==> src/rtl/sclk_burst_divider_if.sv <==
// ============================================================================
// Module   : sclk_burst_divider_if
// Purpose  : Control/status bundle between the ADC control FSM and the
//            sclk burst divider. The cpol wire exists only when
//            SCLK_BURST_DIVIDER_CPOL_EN is defined.
// Revision : 1.0 - initial release
// ============================================================================
`default_nettype none

interface sclk_burst_divider_if #(
  parameter int BURST_W = 8
);
  logic               enable;
  logic [1:0]         sel;
  logic               free_run;
  logic               start;
  logic [BURST_W-1:0] n_periods;
`ifdef SCLK_BURST_DIVIDER_CPOL_EN
  logic               cpol;
`endif
  logic               sclk;
  logic               lead_stb;
  logic               trail_stb;
  logic               busy;
  logic               done;

`ifdef SCLK_BURST_DIVIDER_CPOL_EN
  modport master (
    output enable, sel, free_run, start, n_periods, cpol,
    input  sclk, lead_stb, trail_stb, busy, done
  );
  modport slave (
    input  enable, sel, free_run, start, n_periods, cpol,
    output sclk, lead_stb, trail_stb, busy, done
  );
`else
  modport master (
    output enable, sel, free_run, start, n_periods,
    input  sclk, lead_stb, trail_stb, busy, done
  );
  modport slave (
    input  enable, sel, free_run, start, n_periods,
    output sclk, lead_stb, trail_stb, busy, done
  );
`endif

endinterface

`default_nettype wire

==> src/rtl/sclk_burst_divider.sv <==
// ============================================================================
// Module   : sclk_burst_divider
// Purpose  : Serial ADC bit-clock generator with table-selected half-period,
//            free-running or N-period burst mode, and edge strobes.
//            Define SCLK_BURST_DIVIDER_CPOL_EN to add a cpol-selected idle level.
// Revision : 1.0 - initial release
// ============================================================================
`default_nettype none

module sclk_burst_divider #(
  parameter int DIV_W   = 16,
  parameter int DIV0    = 128,
  parameter int DIV1    = 64,
  parameter int DIV2    = 32,
  parameter int DIV3    = 16,
  parameter int BURST_W = 8
) (
  input  wire logic             clk_in,
  input  wire logic             reset,
  sclk_burst_divider_if.slave   bus
);

  typedef enum logic [0:0] {
    S_IDLE = 1'b0,
    S_RUN  = 1'b1
  } state_t;

  state_t             state_q,     state_d;
  logic [DIV_W-1:0]   count_q,     count_d;
  logic [DIV_W-1:0]   half_q,      half_d;
  logic [BURST_W-1:0] remain_q,    remain_d;
  logic               burst_q,     burst_d;
  logic               sclk_q,      sclk_d;
  logic               lead_q,      lead_d;
  logic               trail_q,     trail_d;
  logic               busy_q,      busy_d;
  logic               done_q,      done_d;
  logic               done_pend_q, done_pend_d;

  // Idle level used while running, and the level to park at while idle.
  logic               idle_run;
  logic               idle_park;

  logic [DIV_W-1:0]   sel_half;
  logic               half_end;

  // A zero table entry would never terminate a half-period; run it as 1.
  function automatic logic [DIV_W-1:0] half_of(input logic [1:0] s);
    logic [DIV_W-1:0] v;
    v = DIV_W'(DIV0);
    case (s)
      2'b00: v = DIV_W'(DIV0);
      2'b01: v = DIV_W'(DIV1);
      2'b10: v = DIV_W'(DIV2);
      2'b11: v = DIV_W'(DIV3);
    endcase
    if (v == '0) begin
      v = DIV_W'(1);
    end
    return v;
  endfunction

  assign sel_half = half_of(bus.sel);
  assign half_end = (count_q == (half_q - DIV_W'(1)));

`ifdef SCLK_BURST_DIVIDER_CPOL_EN
  logic cpol_q, cpol_d;

  always_comb begin
    cpol_d = cpol_q;
    if (bus.enable && (state_q == S_IDLE)) begin
      cpol_d = bus.cpol;
    end
  end

  always_ff @(posedge clk_in) begin
    if (reset) begin
      cpol_q <= 1'b0;
    end else begin
      cpol_q <= cpol_d;
    end
  end

  assign idle_run  = cpol_q;
  assign idle_park = bus.cpol;
`else
  assign idle_run  = 1'b0;
  assign idle_park = 1'b0;
`endif

  always_comb begin
    state_d     = state_q;
    count_d     = count_q;
    half_d      = half_q;
    remain_d    = remain_q;
    burst_d     = burst_q;
    sclk_d      = sclk_q;
    lead_d      = 1'b0;
    trail_d     = 1'b0;
    done_d      = 1'b0;
    done_pend_d = done_pend_q;

    if (bus.enable) begin
      done_d      = done_pend_q;
      done_pend_d = 1'b0;

      case (state_q)
        S_IDLE: begin
          count_d = '0;
          sclk_d  = idle_park;
          if (bus.free_run) begin
            state_d = S_RUN;
            half_d  = sel_half;
            burst_d = 1'b0;
          end else if (bus.start) begin
            if (bus.n_periods == '0) begin
              done_d = 1'b1;
            end else begin
              state_d  = S_RUN;
              half_d   = sel_half;
              remain_d = bus.n_periods;
              burst_d  = 1'b1;
            end
          end
        end

        S_RUN: begin
          if (bus.free_run) begin
            burst_d = 1'b0;
          end
          if (half_end) begin
            count_d = '0;
            sclk_d  = ~sclk_q;
            if (sclk_q == idle_run) begin
              lead_d = 1'b1;
            end else begin
              // Trailing edge: the only point where a new divisor or a stop is honoured.
              trail_d = 1'b1;
              half_d  = sel_half;
              if (bus.free_run) begin
                state_d = S_RUN;
              end else if (burst_q) begin
                remain_d = remain_q - BURST_W'(1);
                if (remain_q == BURST_W'(1)) begin
                  state_d     = S_IDLE;
                  done_pend_d = 1'b1;
                end
              end else begin
                state_d = S_IDLE;
              end
            end
          end else begin
            count_d = count_q + DIV_W'(1);
          end
        end

        default: begin
          state_d = S_IDLE;
        end
      endcase
    end

    busy_d = (state_d == S_RUN);
  end

  always_ff @(posedge clk_in) begin
    if (reset) begin
      state_q     <= S_IDLE;
      count_q     <= '0;
      half_q      <= DIV_W'(1);
      remain_q    <= '0;
      burst_q     <= 1'b0;
      sclk_q      <= 1'b0;
      lead_q      <= 1'b0;
      trail_q     <= 1'b0;
      busy_q      <= 1'b0;
      done_q      <= 1'b0;
      done_pend_q <= 1'b0;
    end else begin
      state_q     <= state_d;
      count_q     <= count_d;
      half_q      <= half_d;
      remain_q    <= remain_d;
      burst_q     <= burst_d;
      sclk_q      <= sclk_d;
      lead_q      <= lead_d;
      trail_q     <= trail_d;
      busy_q      <= busy_d;
      done_q      <= done_d;
      done_pend_q <= done_pend_d;
    end
  end

  assign bus.sclk      = sclk_q;
  assign bus.lead_stb  = lead_q;
  assign bus.trail_stb = trail_q;
  assign bus.busy      = busy_q;
  assign bus.done      = done_q;

endmodule

`default_nettype wire
==> src/flat_wrapper.sv <==
// flat-port wrapper written by rule: the top's interface ports become plain ports
module sclk_burst_divider_flat 
#(
  parameter int DIV_W   = 16,
  parameter int DIV0    = 128,
  parameter int DIV1    = 64,
  parameter int DIV2    = 32,
  parameter int DIV3    = 16,
  parameter int BURST_W = 8
)
  (clk_in, reset, bus_enable, bus_sel, bus_free_run, bus_start, bus_n_periods, bus_sclk, bus_lead_stb, bus_trail_stb, bus_busy, bus_done);
  sclk_burst_divider_if #(.BURST_W(BURST_W)) bus_i ();
  input  wire logic clk_in;
  input  wire logic reset;
  input wire logic [$bits(bus_i.enable)-1:0] bus_enable;
  input wire logic [$bits(bus_i.sel)-1:0] bus_sel;
  input wire logic [$bits(bus_i.free_run)-1:0] bus_free_run;
  input wire logic [$bits(bus_i.start)-1:0] bus_start;
  input wire logic [$bits(bus_i.n_periods)-1:0] bus_n_periods;
  output wire logic [$bits(bus_i.sclk)-1:0] bus_sclk;
  output wire logic [$bits(bus_i.lead_stb)-1:0] bus_lead_stb;
  output wire logic [$bits(bus_i.trail_stb)-1:0] bus_trail_stb;
  output wire logic [$bits(bus_i.busy)-1:0] bus_busy;
  output wire logic [$bits(bus_i.done)-1:0] bus_done;
  assign bus_i.enable = bus_enable;
  assign bus_i.sel = bus_sel;
  assign bus_i.free_run = bus_free_run;
  assign bus_i.start = bus_start;
  assign bus_i.n_periods = bus_n_periods;
  assign bus_sclk = bus_i.sclk;
  assign bus_lead_stb = bus_i.lead_stb;
  assign bus_trail_stb = bus_i.trail_stb;
  assign bus_busy = bus_i.busy;
  assign bus_done = bus_i.done;
  sclk_burst_divider #(.DIV_W(DIV_W), .DIV0(DIV0), .DIV1(DIV1), .DIV2(DIV2), .DIV3(DIV3), .BURST_W(BURST_W)) u_core (.clk_in(clk_in), .reset(reset), .bus(bus_i));
endmodule
==> config.mk <==
export PLATFORM = sky130hd
export DESIGN_NAME = sclk_burst_divider_flat
export DESIGN_NICKNAME = d
export VERILOG_FILES = /design/src/rtl/sclk_burst_divider_if.sv /design/src/rtl/sclk_burst_divider.sv /design/src/flat_wrapper.sv
export SDC_FILE = /design/constraint.sdc
export NUM_CORES = 1
export LEC_CHECK = 0
export BUFFER_PORTS_ARGS = -buffer_cell sky130_fd_sc_hd__clkbuf_2
export CAP_MARGIN = 20
export CORE_ASPECT_RATIO = 0.5
export CORE_UTILIZATION = 35
export DETAILED_ROUTE_END_ITERATION = 8
export PLACE_DENSITY = 0.53
export SLEW_MARGIN = 20
export SYNTH_ARGS = -nofsm -noshare
export SYNTH_HDL_FRONTEND = slang
export SYNTH_SLANG_ARGS = --single-unit
==> constraint.sdc <==
create_clock -name clk_in -period 6.4 [get_ports clk_in]
set_clock_uncertainty 0.15 [all_clocks]
set_input_delay 1.28 -clock clk_in [delete_from_list [all_inputs] [get_ports clk_in]]
set_output_delay 1.28 -clock clk_in [all_outputs]
set_load 0.05 [all_outputs]
# Yosys cells after proc, flatten, opt, wreduce, memory -nomap -nowiden
# Cells that the tools add are included.
[word_totals]
ff_bits = 47
latch_bits = 0
mem_bits_rw = 0
rom_bits = 0
in_bits = 15
output_inout_bits = 5
elab_cells = 87
memories = 0
[op_classes]
add_sub_neg = 3
mul = 0
div_mod_pow = 0
magnitude_cmp = 0
n_eq_ne = 15
shift = 0
n_mux = 46
bitwise = 4
n_reduce_logical = 9
[ops]
columns = ["cell", "count"]
rows = [
  ["$mux W16", 7],
  ["$pmux W16 S2", 2],
  ["$pmux W16 S4", 1],
  ["$mux W8", 7],
  ["$mux W1", 25],
  ["$add A16 B1 Y16 const B", 1],
  ["$eq A16 B16 Y1", 1],
  ["$logic_not A16 Y1", 1],
  ["$ne A2 B2 Y1 const B", 8],
  ["$pmux W8 S2", 1],
  ["$sub A16 B1 Y16 const B", 1],
  ["$eq A8 B1 Y1 const B", 1],
  ["$logic_not A8 Y1", 1],
  ["$reduce_and A8 Y1", 1],
  ["$sub A8 B1 Y8 const B", 1],
  ["$ne A3 B3 Y1 const B", 2],
  ["$pmux W1 S2", 3],
  ["$reduce_and A5 Y1", 1],
  ["$eq A2 B2 Y1 const B", 2],
  ["$not A1 Y1", 4],
  ["$reduce_and A4 Y1", 1],
  ["$reduce_or A4 Y1", 1],
  ["$eq A2 B1 Y1 const B", 1],
  ["$logic_not A2 Y1", 1],
  ["other kinds (2)", 2],
]

# Depth between registers and ports, before layout
[depth]
ltp_word = 8
mapped_depth = 9
ltp_nobuf = 8

# Worst setup path after synthesis
# OpenSTA, ideal clock, no wires.
[synth_path]
path_type = "input -> register"
start = "input port bus_n_periods[4]"
end = "register u_core.remain_q[5]"
setup_ns = 0.070
arrival_time_ns = 2.918
required_ns = 6.180
setup_slack_ns = 3.261
path_stages = 7
n_path_buf = 1
cell_sequence = "nor3_1 and3_1 or3_1 clkbuf_1 or4_1 or3_1 a21oi_1"
[synth_between]
elab_chain_len = 3
[synth_lines]
columns = ["element", "line", "rtl"]
rows = [
  ["start, declared", "flat_wrapper.sv:19", "input wire logic [$bits(bus_i.n_periods)-1:0] bus_n_periods;"],
  ["$logic_not A8 Y1", "sclk_burst_divider.sv:116", "if (bus.n_periods == '0) begin"],
  ["$ne A2 B2 Y1 (no source line)", "--", ""],
  ["$reduce_and A8 Y1 (no source line)", "--", ""],
  ["end signal, assigned", "sclk_burst_divider.sv:183", "remain_q <= remain_d;"],
  ["end, declared", "sclk_burst_divider.sv:31", "logic [BURST_W-1:0] remain_q, remain_d;"],
]
# Every way passes these cells.
# A chain may end at the register's enable or synchronous reset.

# Worst setup path in the final report
# Same ends and word-level chain as after synthesis.

==> flow_summary.json <==
{
  "status": "finished, final reports clean",
  "slew_viol_final": 0,
  "cts-hold-fix-buffers": 0,
  "top_regs": "u_core.count_q: 16 flops, u_core.remain_q: 8 flops, u_core.half_q: 5 flops",
  "cts_tree": "yes",
  "final_common_cell": "dfxtp_1",
  "fin_util": 0.4211,
  "layout_setup_ws_ns": 3.328,
  "period_share": 0.4801,
  "post-cts-setup-buffer-count": 0,
  "grt_pass1_wl_mm": 7.928,
  "cp-endpoint": "u_core.remain_q[5]$_SDFFE_PP0P_",
  "rsz0062_at_grt": "no",
  "seq_area_frac_synth": 0.3605,
  "synth_cell_types": 52,
  "timing.rr.end": "u_core.half_q[7]$_SDFFE_PP0P_",
  "p_int_uw": 441.3,
  "min_path_type": "reg2reg",
  "cts_buffer_depth": 2,
  "core_mm2": 0.005492,
  "p_total_uw": 582.1,
  "wl_per_cell_um": 13.85,
  "row_count": 19,
  "cp-end-kind": "flop",
  "setup_tns_ns": 0,
  "min-delay-start": "u_core.done_pend_q$_SDFFE_PP0P_",
  "ys_seq_elements": 36,
  "fin_cells": 330,
  "nets": 276,
  "vdd_drop_max_uv": 106.8,
  "path_clk_slew_ns": 0.06,
  "r2r_start": "u_core.half_q[0]$_SDFFE_PP1P_",
  "relSlewSlack": 0.4466,
  "regToRegSetupSlack_ns": 3.38,
  "largest_register_ffs": 16,
  "grt_pass1_vias": 1640,
  "drc": 0,
  "grt_antenna_before_repair": 0,
  "total_leakage_power_uw": 0.0008139,
  "port_buffers": 19,
  "critPathKind": "in2reg",
  "initial_core_util": 0.3641,
  "die_x_um": 108.9,
  "combPwrFrac": 0.123,
  "die_h_um": 55.45,
  "clk_latency_ns": 0.28,
  "nFillCells": 555,
  "post_cts_resized": 0,
  "ff2ff_path_depth": 8,
  "top_register": "u_core.count_q",
  "drive_gt1_frac": 0.1362,
  "via_per_inst": 5.300,
  "syn_inst": 240,
  "place.detailed.hpwl_mm": 3.272,
  "htreeDepth": 2,
  "max_cap_viol_count": 0,
  "syn_area_mm2": 0.001999,
  "layout_common_cells": "dfxtp_1 (36), nor2_1 (28), clkbuf_2 (19), a21oi_1 (18), nand2_1 (14)",
  "ys.flop_type": "dfxtp_1",
  "grt_overflow_total": 0,
  "dpl.cell_count": 322,
  "p_clk_frac": 0.468,
  "async_flop_share": 0,
  "swShare": 0.2418,
  "switchingPower_uw": 140.7,
  "diodes": 0,
  "wirelength_mm": 4.570,
  "startpoint": "bus_n_periods[4]",
  "finalSetupViolCount": 0,
  "cts.sinks": 36,
  "cts_buffers": 5,
  "syn_nets": 260,
  "via_count": 1749,
  "place.gp.congestion": 0.8108,
  "max_clock_freq_ghz": 0.3255,
  "powerDensity_mw_per_mm2": 251.7,
  "yosysWarnings": 0,
  "cp.arrival_ns": 3.13,
  "area_delta_synth_final_pct": 15.64,
  "place_ws_ns": 3.049,
  "start_kind": "primary input",
  "synth.avg_cell_area_um2": 8.331,
  "pwr-share-seq": 0.409,
  "path_max_fanout": 10,
  "drtPass1Iterations": 4,
  "fin_crit_ns": 3.072,
  "io-pin-count": 20,
  "dieArea_mm2": 0.006037,
  "grt_use_total": 0.1698,
  "antenna_left": 0,
  "worst_slew_pin_slew_ns": 0.8238,
  "cts_root_buffer": "clkbuf_16",
  "cp.required_ns": 6.46,
  "synth_edf_count": 0,
  "hold_violations": 0,
  "drt_iter0_drc": 70,
  "grt_max_degree": 21
}
==> Yosys cell counts, types with 4 or more instances <==
library cell / instances / share of area
dfxtp_1: 36 / 0.36
nor2_1: 28 / 0.053
a21oi_1: 18 / 0.045
nand2_1: 14 / 0.026
xor2_1: 12 / 0.053
o21ai_0: 11 / 0.028
inv_1: 10 / 0.019
nor3_1: 10 / 0.025
xnor2_1: 10 / 0.044
nand3_1: 9 / 0.023
nand4_1: 9 / 0.028
clkbuf_1: 8 / 0.015
ha_1: 5 / 0.031
nor4_1: 5 / 0.016
nand2b_1: 4 / 0.013
or4_1: 4 / 0.015
==> cell type report <==
type / instances / area [um2] / area share
Clock buffer: 6 / 128.9 / 0.05574
Clock inverter: 2 / 35.03 / 0.01515
Tap cell: 73 / 91.34 / 0.03950
Multi-Input combinational cell: 183 / 1196 / 0.5173
Sequential cell: 36 / 720.7 / 0.3117
Inverter: 10 / 37.54 / 0.01623
Timing Repair Buffer: 20 / 102.6 / 0.04437
==> cells by family after synthesis <==
logic type | count (synthesis) | share of synthesized area
compound gates | 56 | 0.2053
xor+xnor | 22 | 0.09637
fa+ha+maj | 5 | 0.03129
buf+inv | 21 | 0.04130
flops | 36 | 0.3604
mux | 1 | 0.005006
simple gates | 99 | 0.2603
==> power by group through the flow <==
| stage | Clock, uW | Sequential [uW] | Combinational (uW) |
|---|---|---|---|
| CTS | 277 | 238 | 71.7 |
| global route | 289 | 239 | 80.2 |
| finish | 272 | 238 | 71.4 |
| global placement | 0 | 243 | 70.9 |
| floorplan | 0 | 241 | 53.5 |
| detailed placement | 0 | 243 | 71.2 |
==> worst min-delay path by stage <==
stage / end / slack, ns / cells past startpoint
floorplan: u_core.bus.done$_SDFF_PP0_ / 0.29 / 2
global placement: u_core.done_pend_q$_SDFFE_PP0P_ / 0.32 / 2
detailed placement: u_core.done_pend_q$_SDFFE_PP0P_ / 0.32 / 2
CTS: u_core.done_pend_q$_SDFFE_PP0P_ / 0.33 / 2
global route: u_core.done_pend_q$_SDFFE_PP0P_ / 0.35 / 2
finish: u_core.done_pend_q$_SDFFE_PP0P_ / 0.33 / 2
==> routing by layer <==
layer,up-vias,GRT usage,part of all wire
li1,905,-,-
met1,809,0.2237,0.50
met2,33,0.2668,0.45
met3,2,0.05313,0.038
met4,0,0.04633,0.0063
met5,-,0,0
==> per-stage QoR <==
step                hold WS, ns  area [um2]
finish                   0.3289        2312
global placement         0.3243        2148
detailed placement       0.3221        2148
global route             0.3494        2312
CTS                      0.3295        2312
floorplan                0.2879        1999
==> critical path, cell delays in order <==
cell and delay, ns:
clkbuf_2 0.10, nor3_1 0.05, and3_1 0.22, or3_1 0.53, or4_1 0.49, or3_1 0.32
a21oi_1 0.14
(Power assumes the default switching activity.)
